[config.mk]
export PLATFORM = sky130hd
export DESIGN_NAME = execute_csr_pipe
export DESIGN_NICKNAME = d
export VERILOG_FILES = /design/src/rtl/execute_csr_pipe.sv
export SDC_FILE = /design/constraint.sdc
export NUM_CORES = 1
export LEC_CHECK = 0
export ABC_AREA = 1
export BUFFER_PORTS_ARGS = -buffer_cell sky130_fd_sc_hd__buf_2
export CAP_MARGIN = 20
export CORE_UTILIZATION = 35
export CTS_BUF_LIST = sky130_fd_sc_hd__clkbuf_16
export DETAILED_ROUTE_END_ITERATION = 10
export GPL_ROUTABILITY_DRIVEN = 0
export PLACE_DENSITY = 0.69
export SLEW_MARGIN = 20
export SYNTH_ARGS = -nofsm -noshare
export SYNTH_HDL_FRONTEND = slang
export SYNTH_SLANG_ARGS = --single-unit
[constraint.sdc]
create_clock -name clk -period 2 [get_ports clk]
set_input_delay 0.3 -clock clk [delete_from_list [all_inputs] [get_ports clk]]
set_output_delay 0.3 -clock clk [all_outputs]
set_load 0.02 [all_outputs]
[src/rtl/execute_csr_pipe.sv]
// CSR execute unit: reads the CSR file with a configurable latency, computes the
// CSRRW/CSRRS/CSRRC result and access exception, and holds a writeback pack
// under valid/ready. Only one instruction is in flight at a time.
module execute_csr_pipe #(
    parameter int DATA_WIDTH     = 32,
    parameter int CSR_ADDR_WIDTH = 12,
    parameter int ROB_ID_WIDTH   = 5,
    parameter int PHY_ID_WIDTH   = 6,
    parameter int READ_LATENCY   = 1
) (
    input  logic                      clk,
    input  logic                      rst,
    input  logic                      iss_valid,
    output logic                      iss_pop,
    input  logic [CSR_ADDR_WIDTH-1:0] iss_csr,
    input  logic [1:0]                iss_op,
    input  logic [DATA_WIDTH-1:0]     iss_src1,
    input  logic                      iss_src1_zero,
    input  logic                      iss_rd_en,
    input  logic [PHY_ID_WIDTH-1:0]   iss_rd_phy,
    input  logic [ROB_ID_WIDTH-1:0]   iss_rob_id,
    input  logic [31:0]               iss_inst,
    output logic [CSR_ADDR_WIDTH-1:0] csrf_addr,
    input  logic [DATA_WIDTH-1:0]     csrf_data,
    input  logic                      csr_rd_ok,
    input  logic                      csr_wr_ok,
    output logic                      wb_valid,
    input  logic                      wb_ready,
    output logic [ROB_ID_WIDTH-1:0]   wb_rob_id,
    output logic                      wb_rd_en,
    output logic [PHY_ID_WIDTH-1:0]   wb_rd_phy,
    output logic [DATA_WIDTH-1:0]     wb_rd_value,
    output logic [CSR_ADDR_WIDTH-1:0] wb_csr,
    output logic                      wb_new_valid,
    output logic [DATA_WIDTH-1:0]     wb_new_value,
    output logic                      wb_exc,
    output logic [31:0]               wb_exc_value,
    output logic                      fb_enable,
    output logic [PHY_ID_WIDTH-1:0]   fb_phy_id,
    output logic [DATA_WIDTH-1:0]     fb_value,
    input  logic                      flush
);

    typedef enum logic [1:0] {IDLE, READ, RESP} state_t;

    localparam logic [1:0] OP_RW = 2'd0;
    localparam logic [1:0] OP_RS = 2'd1;
    localparam logic [1:0] OP_RC = 2'd2;
    localparam logic [2:0] LAT_M1 = 3'((READ_LATENCY > 0) ? READ_LATENCY - 1 : 0);

    state_t                    state;
    logic [2:0]                count;
    logic [CSR_ADDR_WIDTH-1:0] lat_csr;
    logic [1:0]                lat_op;
    logic [DATA_WIDTH-1:0]     lat_src1;
    logic                      lat_src1_zero;
    logic                      lat_rd_en;
    logic [PHY_ID_WIDTH-1:0]   lat_rd_phy;
    logic [ROB_ID_WIDTH-1:0]   lat_rob_id;
    logic [31:0]               lat_inst;

    // With zero latency the result is formed straight from the issue head,
    // otherwise from the fields captured at pop time.
    logic                      use_iss;
    logic [1:0]                sel_op;
    logic [DATA_WIDTH-1:0]     sel_src1;
    logic                      sel_src1_zero;
    logic [31:0]               sel_inst;
    logic                      wr_intent;
    logic                      exc;
    logic [31:0]               exc_value;
    logic [DATA_WIDTH-1:0]     new_value;
    logic                      new_valid;
    logic                      load_wb;

    assign iss_pop       = (state == IDLE) && iss_valid && !flush && !rst;
    assign csrf_addr     = (state == IDLE) ? iss_csr : lat_csr;
    assign use_iss       = (state == IDLE);
    assign sel_op        = use_iss ? iss_op        : lat_op;
    assign sel_src1      = use_iss ? iss_src1      : lat_src1;
    assign sel_src1_zero = use_iss ? iss_src1_zero : lat_src1_zero;
    assign sel_inst      = use_iss ? iss_inst      : lat_inst;

    assign load_wb = ((state == IDLE) && iss_pop && (READ_LATENCY == 0)) ||
                     ((state == READ) && !flush && (count == 3'd0));

    assign fb_enable = wb_valid && wb_ready && wb_rd_en && !wb_exc && !flush;
    assign fb_phy_id = wb_rd_phy;
    assign fb_value  = wb_rd_value;

    // Access check, exception value and CSR update value for the sampled read.
    always_comb begin
        wr_intent = (sel_op == OP_RW) || !sel_src1_zero;
        exc       = !csr_rd_ok || (wr_intent && !csr_wr_ok) || (sel_op == 2'd3);
        exc_value = csr_rd_ok ? sel_inst : 32'd0;
        case (sel_op)
            OP_RW:   new_value = sel_src1;
            OP_RS:   new_value = csrf_data | sel_src1;
            OP_RC:   new_value = csrf_data & ~sel_src1;
            default: new_value = csrf_data;
        endcase
        new_valid = wr_intent && csr_wr_ok && !exc;
    end

    // Control FSM: captures the issue head, counts down the read latency and
    // holds the writeback pack until it is accepted or flushed.
    always_ff @(posedge clk) begin
        if (rst) begin
            state         <= IDLE;
            count         <= 3'd0;
            lat_csr       <= '0;
            lat_op        <= 2'd0;
            lat_src1      <= '0;
            lat_src1_zero <= 1'b0;
            lat_rd_en     <= 1'b0;
            lat_rd_phy    <= '0;
            lat_rob_id    <= '0;
            lat_inst      <= 32'd0;
            wb_valid      <= 1'b0;
            wb_rob_id     <= '0;
            wb_rd_en      <= 1'b0;
            wb_rd_phy     <= '0;
            wb_rd_value   <= '0;
            wb_csr        <= '0;
            wb_new_valid  <= 1'b0;
            wb_new_value  <= '0;
            wb_exc        <= 1'b0;
            wb_exc_value  <= 32'd0;
        end else begin
            if (load_wb) begin
                wb_valid     <= 1'b1;
                wb_rob_id    <= use_iss ? iss_rob_id : lat_rob_id;
                wb_rd_en     <= use_iss ? iss_rd_en  : lat_rd_en;
                wb_rd_phy    <= use_iss ? iss_rd_phy : lat_rd_phy;
                wb_csr       <= csrf_addr;
                wb_rd_value  <= csrf_data;
                wb_new_valid <= new_valid;
                wb_new_value <= new_value;
                wb_exc       <= exc;
                wb_exc_value <= exc_value;
            end
            case (state)
                IDLE: begin
                    if (iss_pop) begin
                        lat_csr       <= iss_csr;
                        lat_op        <= iss_op;
                        lat_src1      <= iss_src1;
                        lat_src1_zero <= iss_src1_zero;
                        lat_rd_en     <= iss_rd_en;
                        lat_rd_phy    <= iss_rd_phy;
                        lat_rob_id    <= iss_rob_id;
                        lat_inst      <= iss_inst;
                        count         <= LAT_M1;
                        state         <= (READ_LATENCY == 0) ? RESP : READ;
                    end
                end
                READ: begin
                    if (flush) begin
                        state <= IDLE;
                    end else if (count == 3'd0) begin
                        state <= RESP;
                    end else begin
                        count <= count - 3'd1;
                    end
                end
                RESP: begin
                    if (flush || wb_ready) begin
                        wb_valid <= 1'b0;
                        state    <= IDLE;
                    end
                end
                default: begin
                    wb_valid <= 1'b0;
                    state    <= IDLE;
                end
            endcase
        end
    end

endmodule

After elaboration in Yosys (flattened, before gate mapping) --
Cells that the tools add are included.
Storage, ports and cells: word-level logic and storage cells 87, output and inout port bits 175, input port bits 130, flip-flop bits (word level) 219
Cells by class: reduce and logical (&&, ||, !) cells 31, bitwise gates (word level) 3, equal/unequal tests 10, mux-type cells 22, add/subtract/negate cells 1
Operators with widths (count):
- 32-bit 2-to-1 mux | 3
- 32-bit case mux with 3 select lines | 1
- 32-bit AND | 1
- 32-bit inverter | 1
- 32-bit OR | 1
- 1-bit logical AND | 12
- 12-bit 2-to-1 mux | 1
- 2-bit 2-to-1 mux | 5
- 3-bit 2-to-1 mux | 3
- 2-bit inequality test (second input constant) | 4
- 1-bit logical NOT | 7
- 2-bit == test (second input constant) | 3
- 6-bit 2-to-1 mux | 1
- 2-bit case mux with 3 select lines | 1
- 3-bit case mux with 2 select lines | 1
- 5-bit 2-to-1 mux | 1
- 2-bit by 1-bit == test with 1-bit output (second input constant) | 2
- 2-bit logical NOT | 2
- 1-bit logical OR | 4
- 1-bit 2-to-1 mux | 4
- 4-bit AND reduction | 1
- 3-bit logical NOT | 1
- 3-bit by 2-bit inequality test with 1-bit output (second input constant) | 1
- 3-bit AND reduction | 1
- 5 further kinds | 5

Depth between registers and ports, before layout --
Gate-level depths: netlist of run 1.
depth after elaboration 9, depth in mapped cells 9, mapped depth without buffers 9

Worst setup path after synthesis of run 1 --
No wires, ideal clock.
kind register -> register, from register count[0], to register wb_new_value[10], setup slack 0.488 ns, library setup time 0.070 ns, data required time 1.930 ns, arrival 1.442 ns, stages on the path, launching flop included 9, period minus slack after synthesis 1.512 ns, buffers on the path 2, cells stage by stage dfxtp_1 inv_1 ha_1 ha_1 nand3_2 buf_2 clkbuf_1 a21oi_1 a21oi_1
On the way: word-level cells in the longest chain between the ends 2
RTL lines:
- start, declared | RTL line 52 | logic [2:0] count;
- start signal, assigned | RTL line 163 | count <= count - 3'd1;
- 3-bit logical NOT | RTL line 85 | ((state == READ) && !flush && (count == 3'd0));
- 1-bit logical AND | RTL line 85
- end signal, assigned | RTL line 138 | wb_new_value <= new_value;
- end, declared | RTL line 35 | output logic [DATA_WIDTH-1:0] wb_new_value,
No other way between the ends. A chain may end at the register's enable or synchronous reset.

Final worst setup path of run 1 --
from register state[1], to output iss_pop
On the way: word-level cells in the longest chain between the ends 4
RTL lines:
- start, declared | RTL line 51 | state_t state;
- start signal, assigned | RTL line 154 | state <= (READ_LATENCY == 0) ? RESP : READ;
- 2-bit logical NOT | RTL line 76 | assign iss_pop = (state == IDLE) && iss_valid && !flush && !rst;
- 1-bit logical AND (3 in a row) | RTL line 76
- end, declared | RTL line 14 | output logic iss_pop,
No other way between the ends.

==> flow_results.org, run 1 <==
** STA
- Final worst hold slack :: 26.8 ps
- Fin Clk Skew :: 10.0 ps
- Setup repair after global routing could not meet its margin everywhere.
- For the finished layout, the period the worst path requires is 1930 ps.
- At the pin with the least slew margin, the transition time is 892 ps.
- Setup violations remaining at the end of the flow were counted as 0.
- Fmax achieved :: around 0.52 GHz
- Summed over all failing endpoints, the final setup total negative slack is 0 ps.
- After layout, the worst path uses 96.3% of the clock period.
- Total count of max-transition violations in the final report :: 0
- Final number of hold-violating endpoints :: 0
- Headroom to the max-slew limit came out at approximately 40%.

** Synthesis
- Top cell type's share of synthesized area :: 46.2%
- Measured against the total synthesized area, the mux share comes to 0%.
- Sequential cells were found to cover a little under half of the synthesized design area.
- Compound-gate portion of the synthesized area :: 23.6%
- Summing the areas of all and, or, nand and nor instances in the mapped netlist gives 16.4% of the synthesized area.
- Adder and majority gate portion of the synthesized area :: 0.264%
- Cell area after synthesis :: 9490 sq um
- Average instance area after synthesis :: between 7 and 8 sq um
- After synthesis the netlist holds a flip-flop and latch count of between 200 and 250.
- Yosys attributes the largest share of cell area to sky130_fd_sc_hd__dfxtp_1, sky130_fd_sc_hd__o21ai_0, sky130_fd_sc_hd__nand2_1.
- Post-synthesis share of cell area spent on xor and xnor gates :: 0%
- Yosys top cell by area :: sky130_fd_sc_hd__dfxtp_1
- For this run, the number of Yosys warnings is 0.
- By area, the combinational part of the netlist is dominated by compound AO/OA/AOI/OAI gates.
- Cell count after synthesis :: between 1000 and 1500
- After synthesis, the netlist uses 23 different library cells.
- When the netlist entered floorplanning its net count stood at 1445.

** Power and ir drop
- Tot Pwr :: 9.89 mW
- Sequential share of power :: 46.4%
- In this run switching power makes up approximately a quarter of total power.
- For this design the ratio of total power to cell area is approximately 800 nW/um^2.
- Leakage :: 5.82 nW
- P_int :: 7.34 mW
- Combinational cells account for a little under an eighth of the total power.
- The worst-case IR drop observed on VDD is 568 uV.
- Net switching power :: 2.55 mW
- Share of power burned in the clock network :: between 40% and 50%

** Layout
- In the final design database the tool counted 1712 nets.
- Footprint of the multi-input gates :: 3840 sq um
- Final cell area excluding filler cells :: between 10000 and 15000 sq um
- Most used cells in the layout excluding fill and tap cells :: sky130_fd_sc_hd__buf_2, sky130_fd_sc_hd__nand2_1, sky130_fd_sc_hd__o21ai_0
- Area overhead of the layout relative to synthesis :: 27.9%
- The post-route netlist has approximately a quarter of its cells at a drive strength greater than 1.
- Summing all flip-flop and latch instances after layout gives ~4400 sq um.
- FILL cells :: 2657
- Once layout is complete, the cells apart from fillers number 1937.
- Most frequent standard cell in the layout excluding fill and tap cells :: sky130_fd_sc_hd__buf_2

** Die
- Measured along the y axis, the die boundary spans 167 um.
- Initial core utilization :: 36.0%
- The floorplan step defined a core boundary enclosing 26400 sq um.
- 305 I/O pins were placed.
- After floorplanning, the core was divided into 59 placement rows.
- Floorplan die area :: 27800 sq um
- The die is 167 um wide.

** Clock network
- The tree built by TritonCTS fans out to 219 sinks.
- CTS built an H-tree with a depth of 1.
- The clock passes through at most 3 buffers.
- Clock buffers created by TritonCTS :: 25
- Post-CTS clock slew at the launch and capture registers of the worst setup and hold paths :: 60 ps
- The clock reaches the later pin of the worst-skew pair after 520 ps.
- TritonCTS built the clock tree.
- Root Buffer :: sky130_fd_sc_hd__clkbuf_16

** Drt
- The detail route stage leaves a number of antenna-violating nets equal to 0.
- Mean routed wirelength per cell :: 14.2 um
- In this run, the number of DRC markers left after iteration 0 of detailed routing was around 750.
- DR vias :: around 9500
- WL final :: 27600 um
- The first TritonRoute pass finished after 5 iterations.
- For this run, design rule violations remaining after detail routing come to 0.
- Vias per std cell :: 4.88

** Hold path
- Hold Crit Class :: in2reg
- In this run the most critical hold path is launched from iss_src1[11].
- The worst hold path was traced through 3 stages.

** Worst setup path
- Peak fanout along the critical path :: 6
- Number of buffer and inverter instances along the worst setup path :: 3
- Critical Path Source Type :: flip-flop
- End of the worst register-to-register path :: wb_rob_id[0]$_SDFFE_PP0P_
- Critical R2R Launch :: count[0]$_SDFFE_PP0P_
- For the worst setup path, the data arrival time is 1630 ps.
- Family of cells with the greatest summed delay on the critical path :: buffers and inverters
- Walking the worst path, the cells encountered are nor2_4 -> buf_4 -> nand4_4 -> inv_2 -> buf_2.
- Required arrival time at the worst endpoint :: 1700 ps
- The worst register-to-register path has a setup slack of around 230 ps.
- Slowest-stage cell, CP :: sky130_fd_sc_hd__dfxtp_1
- On the worst path, the slowest cell contributes a delay of between 300 and 400 ps.
- By startpoint and endpoint, the worst setup path is classified as reg2out.
- The worst setup path is captured at a primary output.
- The worst register-to-register path has a depth of 8.
- The most critical setup path has its endpoint at iss_pop.
- Crit path from :: state[1]$_SDFFE_PP0P_
- Counting buffers and inverters, the worst setup path is 5 cells deep.

** GRT
- Entering global routing, the biggest net connects between 100 and 150 pins.
- Global route total overflow :: 0
- The number of global-route vias before repair is approximately 8700.
- Overall fraction of global-route tracks in use :: 19.5%
- Number of antenna violations at the first check in global routing :: 7
- The first global-routing pass estimated 44900 um of wire.

** Run
- Max-capacitance violation count :: 0

** Placed design
- Detailed placer's ending HPWL :: about 18000 um
- The count of buffers added on input and output ports is 304.
- Summing all placed instances gives a cell area of between 10000 and 15000 sq um.
- Counting tap cells, the placed design contains a total of 1842 instances.

** Status
- The flow ran to the end, and the final reports show no timing, DRC or antenna violations.
-- logic make-up (layout without fill, tap and decap cells) --
logic type | after synthesis | count (layout)
other | 0 | 6
buffers and inverters | 261 | 544
flip-flops | 219 | 219
AND/OR/NAND/NOR | 387 | 387
AO/OA/AOI/OAI | 444 | 444
adder cells (fa/ha/maj) | 2 | 2
-- area by class of cell --
cell class	count	share of cell area, %
sequential	219	36.1
clock buffer	25	5.15
antenna	6	0.124
timing repair buffer	375	18.8
clock inverter	18	0.855
inverter	126	3.92
multi-input combinational	833	31.6
tap	335	3.45
-- worst min path at each step --
stage	to	slack [ps]
floorplan	lat_rd_en$_SDFFE_PP0P_	410
global placement	lat_inst[8]$_SDFFE_PP0P_	430
detailed placement	lat_inst[1]$_SDFFE_PP0P_	440
CTS	lat_src1[0]$_SDFFE_PP0P_	0.1
global route	lat_src1[6]$_SDFFE_PP0P_	20
finish	lat_src1[11]$_SDFFE_PP0P_	30
-- stage by stage --
stage          worst slack [ps]  utilization [%]
2_1_floorplan               488                -
3_3_place_gp                310             41.4
3_5_place_dp                277             41.4
4_1_cts                    15.2             45.9
5_1_grt                   -23.0             46.1
6_report                   73.5             46.1
-- power groups by stage --
stage	Sequential, mW	Combinational [mW]	Clock [mW]
2_1_floorplan	4.72	0.668	0
3_3_place_gp	4.68	1.05	0
3_5_place_dp	4.68	1.08	0
4_1_cts	4.59	1.16	4.27
5_1_grt	4.60	1.31	4.45
6_report	4.59	1.16	4.14
-- cells in the mapped netlist --
cell type,count
sky130_fd_sc_hd__nand3_1,48
sky130_fd_sc_hd__nand4_1,1
sky130_fd_sc_hd__nand2_1,259
sky130_fd_sc_hd__a31oi_1,12
sky130_fd_sc_hd__inv_1,124
sky130_fd_sc_hd__nand3_2,1
sky130_fd_sc_hd__nand2_2,2
sky130_fd_sc_hd__buf_4,56
sky130_fd_sc_hd__nor2_4,1
sky130_fd_sc_hd__a21oi_1,159
sky130_fd_sc_hd__dfxtp_1,219
sky130_fd_sc_hd__o21ai_1,45
sky130_fd_sc_hd__o21ai_2,1
sky130_fd_sc_hd__clkbuf_1,42
sky130_fd_sc_hd__ha_1,2
sky130_fd_sc_hd__nor2_2,1
sky130_fd_sc_hd__buf_2,29
sky130_fd_sc_hd__nand4_4,1
sky130_fd_sc_hd__nor2_1,72
sky130_fd_sc_hd__buf_6,8
sky130_fd_sc_hd__o21ai_0,227
sky130_fd_sc_hd__inv_2,2
sky130_fd_sc_hd__nor3_1,1
-- timing repair --
action | in CTS | in global routing
gates resized for setup | 2 | 2
buffers inserted | 2 | 4
pin swaps | 1 | 0
endpoints found under the hold margin | 39 | 0
hold buffers | 39 | 0
endpoints found under the setup margin | 13 | 3
gates cloned | 1 | 0
-- tightest hold or removal path: stages --
cell and delay (ps):
sky130_fd_sc_hd__buf_2 100, sky130_fd_sc_hd__o21ai_1 70, sky130_fd_sc_hd__inv_1 40
-- state kept, by name, summed over array words and instances, names as in the netlist --
name,count
fb_value,32
lat_inst,32
lat_src1,32
wb_exc_value,32
wb_new_value,32
lat_csr,12
wb_csr,12
fb_phy_id,6
lat_rd_phy,6
lat_rob_id,5
wb_rob_id,5
count,3
lat_op,2
state,2
lat_rd_en,1
lat_src1_zero,1
wb_exc,1
wb_new_valid,1
wb_rd_en,1
wb_valid,1
-- layer usage --
metal / GRT usage [%] / part of all wire, %
met1: 24.3 / 44
met5: 0 / 0
met4: 8.05 / 3.6
met3: 3.59 / 5.5
met2: 33.2 / 47
(Power assumes the default switching activity.)
==> run 2: changes to the inputs <==
Settings changed: ABC_AREA 1 to 0, CELL_PAD_IN_SITES_DETAIL_PLACEMENT from default to 1, CELL_PAD_IN_SITES_GLOBAL_PLACEMENT from default to 2, CORE_UTILIZATION 35 to 28, MAX_ROUTING_LAYER from default to met4, PLACE_DENSITY 0.69 to 0.89.
==> run 2 against run 1 <==
  * The flow now finishes with violations (negative setup slack)
  * Wire length rose by 18%
  * Synthesized cell count fell by 17%
  * Cell count fell by 2.1%
  * Worst setup slack got worse by 140 ps
  * Critical endpoint is now csrf_addr[0]
  * Largest power group unchanged
  * Sequential share of layout area fell by 2.5 points
  * Fmax fell by 6.8%
  * Clock-buffer cell count rose by 2
==> flow_results.org, run 2 <==
** Synthesis
- Of the post-synthesis cell area, the dominant cell type holds 48.2%.
- Most numerous cell in the Yosys netlist :: sky130_fd_sc_hd__dfxtp_1
- Counting every net in the synthesized netlist gives 1221.
- Average instance area after synthesis :: around 8.4 sq um
- Yosys top cell by area :: sky130_fd_sc_hd__dfxtp_1
- Ranked by total cell area, the synthesized netlist is headed by sky130_fd_sc_hd__dfxtp_1, sky130_fd_sc_hd__nand2_1, sky130_fd_sc_hd__nand2b_1.
- Summing every instance area after synthesis gives a little over 9000 sq um.
- #FFs+latches synth :: 219
- Async SR Flop Fraction :: 0%
- In the synthesized netlist the dominant register cell turns out to be sky130_fd_sc_hd__dfxtp_1.
- Count of flip-flops with a built-in enable after synthesis :: 0
- For this run, the number of Yosys warnings is 0.
- The commonest cells after synthesis are sky130_fd_sc_hd__dfxtp_1, sky130_fd_sc_hd__nand2_1, sky130_fd_sc_hd__nand2b_1, sky130_fd_sc_hd__a21oi_1, sky130_fd_sc_hd__o21ai_0.
- The cell count after synthesis came out at 1089.
- Synth cell types :: 33
- Portion of the post-synthesis area used by sequential elements :: between 40% and 50%

** Status
- The final reports fail on negative setup slack.
- The run finished, with violations left.

** Drt
- For this run, the detailed router's first-pass iteration total came to 6.
- Starting DRC count in detailed routing :: 295
- Across all layers, the routed design uses roughly 9000 vias.
- In this run the remaining antenna-violating nets after routing total 0.
- For this run, design rule violations remaining after detail routing come to 0.
- WL final :: roughly 32000 um
- After detailed routing, the average wire length per cell comes to 17.1 um.
- Using the TritonRoute via totals, the vias-per-cell ratio works out to 4.73.

** Worst setup path
- End of the worst register-to-register path :: wb_csr[10]$_SDFFE_PP0P_
- For flop-to-flop paths, the worst setup slack is 110 ps.
- Measured in cells, the most critical reg-to-reg path has a length of 9.
- The setup path with the least slack is of type reg2out.
- Required arrival time at the worst endpoint :: 1700 ps
- The worst setup path is captured at a primary output.
- Crit path from :: state[1]$_SDFFE_PP0P_
- Peak fanout along the critical path :: 5
- Critical Path Source Type :: flip-flop
- STA puts the critical path data arrival time at 1770 ps.
- Critical Path End :: csrf_addr[0]
- Critical R2R Launch :: count[1]$_SDFFE_PP0P_

** STA
- Setup repair after global routing could not meet its margin everywhere.
- Total count of max-transition violations in the final report :: 0
- Final number of hold-violating endpoints :: 0
- Transition time at the pin with the least slew margin :: a little under 800 ps
- Static timing analysis puts the maximum clock frequency at 0.484 GHz.
- The worst path uses 103% of the clock period.
- Between clock sinks in the finished design, the worst skew comes to 5.54 ps.
- Worst-case setup margin in the final layout :: -67.1 ps
- Max-slew headroom at the worst pin :: 47.6%
- Final Critical Period :: 2070 ps
- Number of setup violations in the final report :: 12

** Clock network
- TritonCTS built the clock tree.
- CTS built an H-tree with a depth of 1.
- The clock reaches the later pin of the worst-skew pair after 520 ps.
- Post-CTS clock slew at the launch and capture registers of the worst setup and hold paths :: about 60 ps
- The number of clock buffers added by TritonCTS is 26.
- The tree is rooted in a sky130_fd_sc_hd__clkbuf_16.
- The longest clock path from root to sink contains 3 buffers.
- Sink count of the clock tree :: 219

** GRT
- Global routing finished with a remaining overflow of 0.
- For this run, the total global-route usage over all layers was measured as 18.8%.
- The number of global-route vias before repair is between 9000 and 10000.
- Number of antenna violations at the first check in global routing :: 3
- Entering global routing, the biggest net connects between 100 and 150 pins.
- Wire length of the first global-routing pass :: 48800 um

** Layout
- Once layout is done, the placed cells without fillers occupy approximately 13000 sq um.
- FILL cells :: 3804
- Share of layout cells above drive strength 1 :: 28.9%
- Final Net Count :: 1572
- Area overhead of the layout relative to synthesis :: 43.6%
- Most frequent standard cell in the layout excluding fill and tap cells :: sky130_fd_sc_hd__buf_2
- Most used cells in the layout excluding fill and tap cells :: sky130_fd_sc_hd__buf_2, sky130_fd_sc_hd__nand2_1, sky130_fd_sc_hd__dfxtp_1

** Placed design
- Detailed placement finished with a half-perimeter wire length of 19800 um.
- Input and output buffers added on the ports amount to 304.
- Placement-stage cell area :: 10800 sq um

** Die
- Floorplan die area :: 33200 sq um
- Core ar. :: 31800 sq um
- During I/O placement, the number of pins put on the boundary was a little over 300.
- The die is around 180 um wide.
- Initial core utilization :: around 29%
- In this run the core area contains 65 standard-cell rows.
- DIE HEIGHT :: around 180 um

** Hold path
- Hold Crit Class :: in2reg

** Power and ir drop
- Leakage :: around 5.4 nW
- P per Cell Area :: approximately 770 nW/um^2
- IR analysis of the VDD net gives a maximum drop of about 540 uV.
- Total power for the finished layout comes to 10.1 mW.

** Run
- Max-capacitance violation count :: 0
## run 2: changes by cell type after synthesis, moves of 33 or more
| cell | before | now |
|---|---|---|
| sky130_fd_sc_hd__nand2b_1 | 0 | 124 |
| sky130_fd_sc_hd__nor2b_1 | 0 | 33 |
| sky130_fd_sc_hd__nand2_1 | 259 | 218 |
| sky130_fd_sc_hd__inv_1 | 124 | 4 |
| sky130_fd_sc_hd__o21ai_0 | 227 | 76 |
| sky130_fd_sc_hd__a21oi_1 | 159 | 78 |
## run 2: worst min-delay path by stage
| stage | startpoint | to | slack [ps] | cells after the start |
|---|---|---|---|---|
| floorplan | flush | state[0]$_SDFFE_PP0P_ | 380 | 1 |
| global placement | wb_exc_value[17]$_SDFFE_PP0P_ | wb_exc_value[17]$_SDFFE_PP0P_ | 440 | 2 |
| detailed placement | wb_exc_value[1]$_SDFFE_PP0P_ | wb_exc_value[1]$_SDFFE_PP0P_ | 440 | 2 |
| CTS | iss_csr[1] | lat_csr[1]$_SDFFE_PP0P_ | 0.9 | 3 |
| global route | iss_csr[1] | lat_csr[1]$_SDFFE_PP0P_ | 9 | 3 |
| finish | iss_csr[1] | lat_csr[1]$_SDFFE_PP0P_ | 30 | 3 |
## run 2: critical path: stages, from the launching register on
cell and delay [ps]:
sky130_fd_sc_hd__dfxtp_4 340, sky130_fd_sc_hd__or2_4 280, sky130_fd_sc_hd__buf_12 150, sky130_fd_sc_hd__mux2_4 330, sky130_fd_sc_hd__buf_6 140
## run 2: layout make-up
| class | instances | area, sq um | share of cell area (%) |
|---|---|---|---|
| Antenna cell | 3 | 7.51 | 0.0574 |
| Clock buffer | 27 | 676 | 5.17 |
| Clock inverter | 20 | 80.1 | 0.613 |
| Inverter | 4 | 15.0 | 0.115 |
| Multi-Input combinational cell | 739 | 4060 | 31.1 |
| Sequential cell | 219 | 4390 | 33.6 |
| Tap cell | 435 | 544 | 4.16 |
| Timing Repair Buffer | 450 | 3300 | 25.2 |
## run 2: where the power goes
part	switching (mW)	internal [mW]	leakage, nW	total [mW]
clock	1.84	2.41	0.411	4.24
sequential	0.101	4.52	1.78	4.62
combinational	0.656	0.587	3.16	1.24
total	2.59	7.51	5.36	10.1
## run 2: timing repair
action,CTS,global route
hold buffers,90,0
resized for setup,27,27
setup buffers,7,14
setup endpoints to repair,13,45
hold endpoints to repair,90,0
gates cloned,1,10
pin swaps,2,19
## run 2: metrics by stage
| stage | hold slack (ps) | instances | util (%) | setup slack [ps] | setup TNS (ps) |
|---|---|---|---|---|---|
| finish | 27.0 | 1897 | 41.1 | -67.1 | -517 |
| global route | 8.66 | 1897 | 41.1 | -106 | -1090 |
| CTS | 0.902 | 1870 | 39.6 | -104 | -934 |
| detailed placement | 445 | 1725 | 34.0 | 39.1 | 0 |
| global placement | 435 | 1725 | 34.0 | 144 | 0 |
| floorplan | 378 | 1089 | - | 378 | 0 |
## run 2: per-layer routing
metal,GRT usage [%],share of wire [%],vias to the layer above
li1,-,-,4312
met1,22.3,43,4320
met2,32.3,49,282
met3,3.71,5.8,50
met4,4.71,2.1,0
met5,-,0,-
## run 2: kinds of logic (layout without fill, tap and decap cells)
group           after synthesis  after routing  share of synthesized area [%]
compound gates              240            240                           15.6
other cells                   0              3                              0
fa+ha+maj                     2              2                          0.275
mux                          25             25                           2.91
simple gates                471            472                           24.7
buf+inv                     132            501                           8.38
flops                       219            219                           48.2
==> run 3: changes to the inputs <==
Settings changed: CORE_UTILIZATION 28 to 26, PLACE_DENSITY 0.89 to 0.87.
Clock period 2 ns to 1.9 ns, I/O delays scaled along.
==> run 3 against run 2 <==
  * The flow still finishes with violations (negative setup slack)
  * Flip-flop and latch count is the same
  * Via count shrank 1.5%
  * Critical endpoint is now csrf_addr[9]
  * Combinational power grew 3%
  * Clock power grew 14%
  * Critical path type unchanged
  * Worst hold slack lost 4.4 ps
  * Sequential power grew 5.4%
  * Register-to-register slack is essentially flat
==> flow_results.org, run 3 (synthesis gave the netlist of run 2 again) <==
** Status
- The flow ran to the end, but the final reports show violations.
- The final reports fail on negative setup slack.

** STA
- Max-slew headroom at the worst pin :: ~59%
- For the finished layout, the period the worst path requires is around 2000 ps.
- Worst-case setup margin in the final layout :: -147 ps
- After layout, the worst path uses 108% of the clock period.
- For the pin with the worst max-slew slack, the measured transition is 622 ps.
- The final hold violation count was 0.
- The max-slew violation count was 0.
- RSZ-0062 raised after global routing :: yes
- Setup violations remaining at the end of the flow were counted as 13.
- Clock skew on the completed layout was measured at about 11 ps.
- Static timing analysis puts the maximum clock frequency at 0.489 GHz.
- Final worst hold slack :: 22.6 ps

** Drt
- Total iterations of the first detailed-routing run :: 6
- DRC violations left :: 0
- Vias per std cell :: 4.59
- Starting DRC count in detailed routing :: 334
- WL final :: 31000 um
- Across all layers, the routed design uses roughly 9000 vias.
- In the final routed layout, each cell accounts on average for 16.1 um.
- Number of nets with antenna violations after routing :: 0

** Worst setup path
- The most critical setup path has its startpoint at state[0]$_SDFFE_PP0P_.
- At the worst endpoint, the required time is 1620 ps.
- By instance count, the cell type seen most on the critical path is sky130_fd_sc_hd__buf_6.
- Number of buffer and inverter instances along the worst setup path :: 2
- Critical Path Sink Type :: primary output
- Critical Path Source Type :: flip-flop
- End of the worst register-to-register path :: wb_new_value[22]$_SDFFE_PP0P_
- Peak fanout along the critical path :: 8
- Among cell families on the critical path, the largest total delay comes from simple AND/OR/NAND/NOR gates.
- Data arrival time of the critical path :: 1760 ps
- Critical Path End :: csrf_addr[9]
- Maximum cell stage delay along the critical path :: 330 ps
- Classification of the worst setup path :: reg2out
- In this run the register-to-register setup slack is between 100 and 150 ps.
- Number of cells traversed by the worst register-to-register path :: 9
- Slowest-stage cell, CP :: sky130_fd_sc_hd__or2_4
- The critical path crosses 4 cells after its start point.
- Critical R2R Launch :: count[0]$_SDFFE_PP0P_
- List of cells traversed by the critical path :: or2_4 -> buf_6 -> mux2_4 -> buf_6

** Placed design
- Buffers placed on the I/O ports in this run total 304.
- OpenSTA, run right after detailed placement, puts the worst setup slack at 107 ps.
- Summing all placed instances gives a cell area of 10800 sq um.
- Once detailed placement completed, the half-perimeter wirelength came to 20100 um.

** Die
- Initial core utilization :: a little over a quarter
- The die is ~190 um tall.
- In this run the standard cell core region covers approximately 34000 sq um.
- Pin placement for this block handled between 300 and 400 I/O pins.
- Floorplan die area :: approximately 36000 sq um
- Horizontal die dimension :: 189 um
- Rows :: 68

** Power and ir drop
- Switching share of total power :: approximately a quarter
- Net switching power :: 2.79 mW
- The worst-case IR drop observed on VDD is 582 uV.
- The share of total power dissipated in the clock network is a little over two fifths.
- The share of total power dissipated in sequential elements is 44.3%.
- Tot Pwr :: 11.0 mW
- P_int :: 8.19 mW
- Combinational logic burns 11.6% of the power.
- For this design the ratio of total power to cell area is 846 nW/um^2.
- The analysis attributes to cell leakage a power of 5.27 nW.

** GRT
- The number of global-route vias before repair was 8948.
- Maximum number of pins on one net before global-route repair :: 118
- Global routing used between 10% and 20% of the available tracks.
- Number of antenna violations at the first check in global routing :: 3
- Wire length of the first global-routing pass :: 47400 um
- Global route total overflow :: 0

** Layout
- Core Util, Final :: roughly 38%
- The area growth from synthesis to layout is 42.5%.
- Share of layout cells above drive strength 1 :: 27.7%
- Final cell area excluding filler cells :: between 10000 and 15000 sq um
- The library cell used most frequently in the layout, excluding fill and tap cells, is sky130_fd_sc_hd__buf_2.
- In the final layout, the multi-input gates occupy 3980 sq um.
- Most used cells in the layout excluding fill and tap cells :: sky130_fd_sc_hd__buf_2, sky130_fd_sc_hd__nand2_1, sky130_fd_sc_hd__dfxtp_1
- For this run, the post-layout net count is between 1500 and 2000.
- Sequential cell area :: 4390 sq um
- After filler insertion, the fill cell instance count of the layout stands at just over 4000.

** Clock network
- In this run the number of H-tree levels came out at 1.
- Sink count of the clock tree :: 219
- Later-pin clock latency in the skew report :: 520 ps
- CTS placed an instance of sky130_fd_sc_hd__clkbuf_16 at the clock tree root.
- Post-CTS clock slew at the launch and capture registers of the worst setup and hold paths :: about 50 ps
- Clock tree from TritonCTS :: yes
- TritonCTS created 27 clock buffers.
- The longest clock path from root to sink contains 3 buffers.

** Hold path
- The path class of the tightest hold or removal check is in2reg.

** Run
- Max-capacitance violation count :: 0
-- run 3: repair_timing --
item	4_1_cts	5_1_grt
buffers inserted	8	1
hold endpoints to repair	103	0
endpoints found under the setup margin	13	31
gates resized for setup	27	5
gates cloned	0	3
pin swaps	2	1
hold buffers	103	0
-- run 3: per-stage QoR --
step / instances / setup TNS, ps
after floorplan: 1089 / 0
after global placement: 1757 / 0
after detailed placement: 1757 / 0
after CTS: 1916 / -2080
after global routing: 1923 / -2260
final: 1923 / -1530
-- run 3: power by group through the flow --
stage / registers (mW) / logic, mW / clock network, mW
after floorplan: 5.00 / 0.564 / 0
after global placement: 4.96 / 1.01 / 0
after detailed placement: 4.97 / 1.03 / 0
after CTS: 4.87 / 1.25 / 5.00
after global routing: 4.88 / 1.39 / 5.20
final: 4.87 / 1.28 / 4.83
-- run 3: tightest hold or removal path: stages --
cell                      delay [ps]
sky130_fd_sc_hd__buf_2           100
sky130_fd_sc_hd__nand2_1          50
sky130_fd_sc_hd__o21ai_0          60
-- run 3: worst min-delay path by stage --
stage | slack (ps) | endpoint | from | depth (start not counted)
after floorplan | 360 | state[0]$_SDFFE_PP0P_ | flush | 1
after global placement | 440 | fb_phy_id[2]$_SDFFE_PP0P_ | lat_rd_phy[2]$_SDFFE_PP0P_ | 2
after detailed placement | 450 | wb_exc_value[0]$_SDFFE_PP0P_ | wb_exc_value[0]$_SDFFE_PP0P_ | 2
after CTS | 2 | fb_value[6]$_SDFFE_PP0P_ | csrf_data[6] | 3
after global routing | 10 | fb_value[25]$_SDFFE_PP0P_ | csrf_data[25] | 3
final | 20 | lat_csr[2]$_SDFFE_PP0P_ | iss_csr[2] | 3
-- run 3: layer usage --
metal	up-vias	routed length, um	part of all wire, %	track usage [%]
li1	4305	-	-	-
met1	4221	13800	45	20.8
met2	260	14600	47	27.7
met3	48	1940	6.3	3.63
met4	0	675	2.2	3.94
met5	-	0	0	-
-- run 3: layout make-up --
| cell class | instances | area share [%] |
|---|---|---|
| Sequential cell | 219 | 33.8 |
| Multi-Input combinational cell | 738 | 30.7 |
| Timing Repair Buffer | 456 | 24.6 |
| Clock buffer | 27 | 5.21 |
| Tap cell | 455 | 4.39 |
| Clock inverter | 21 | 1.16 |
| Inverter | 4 | 0.116 |
| Antenna cell | 3 | 0.0579 |
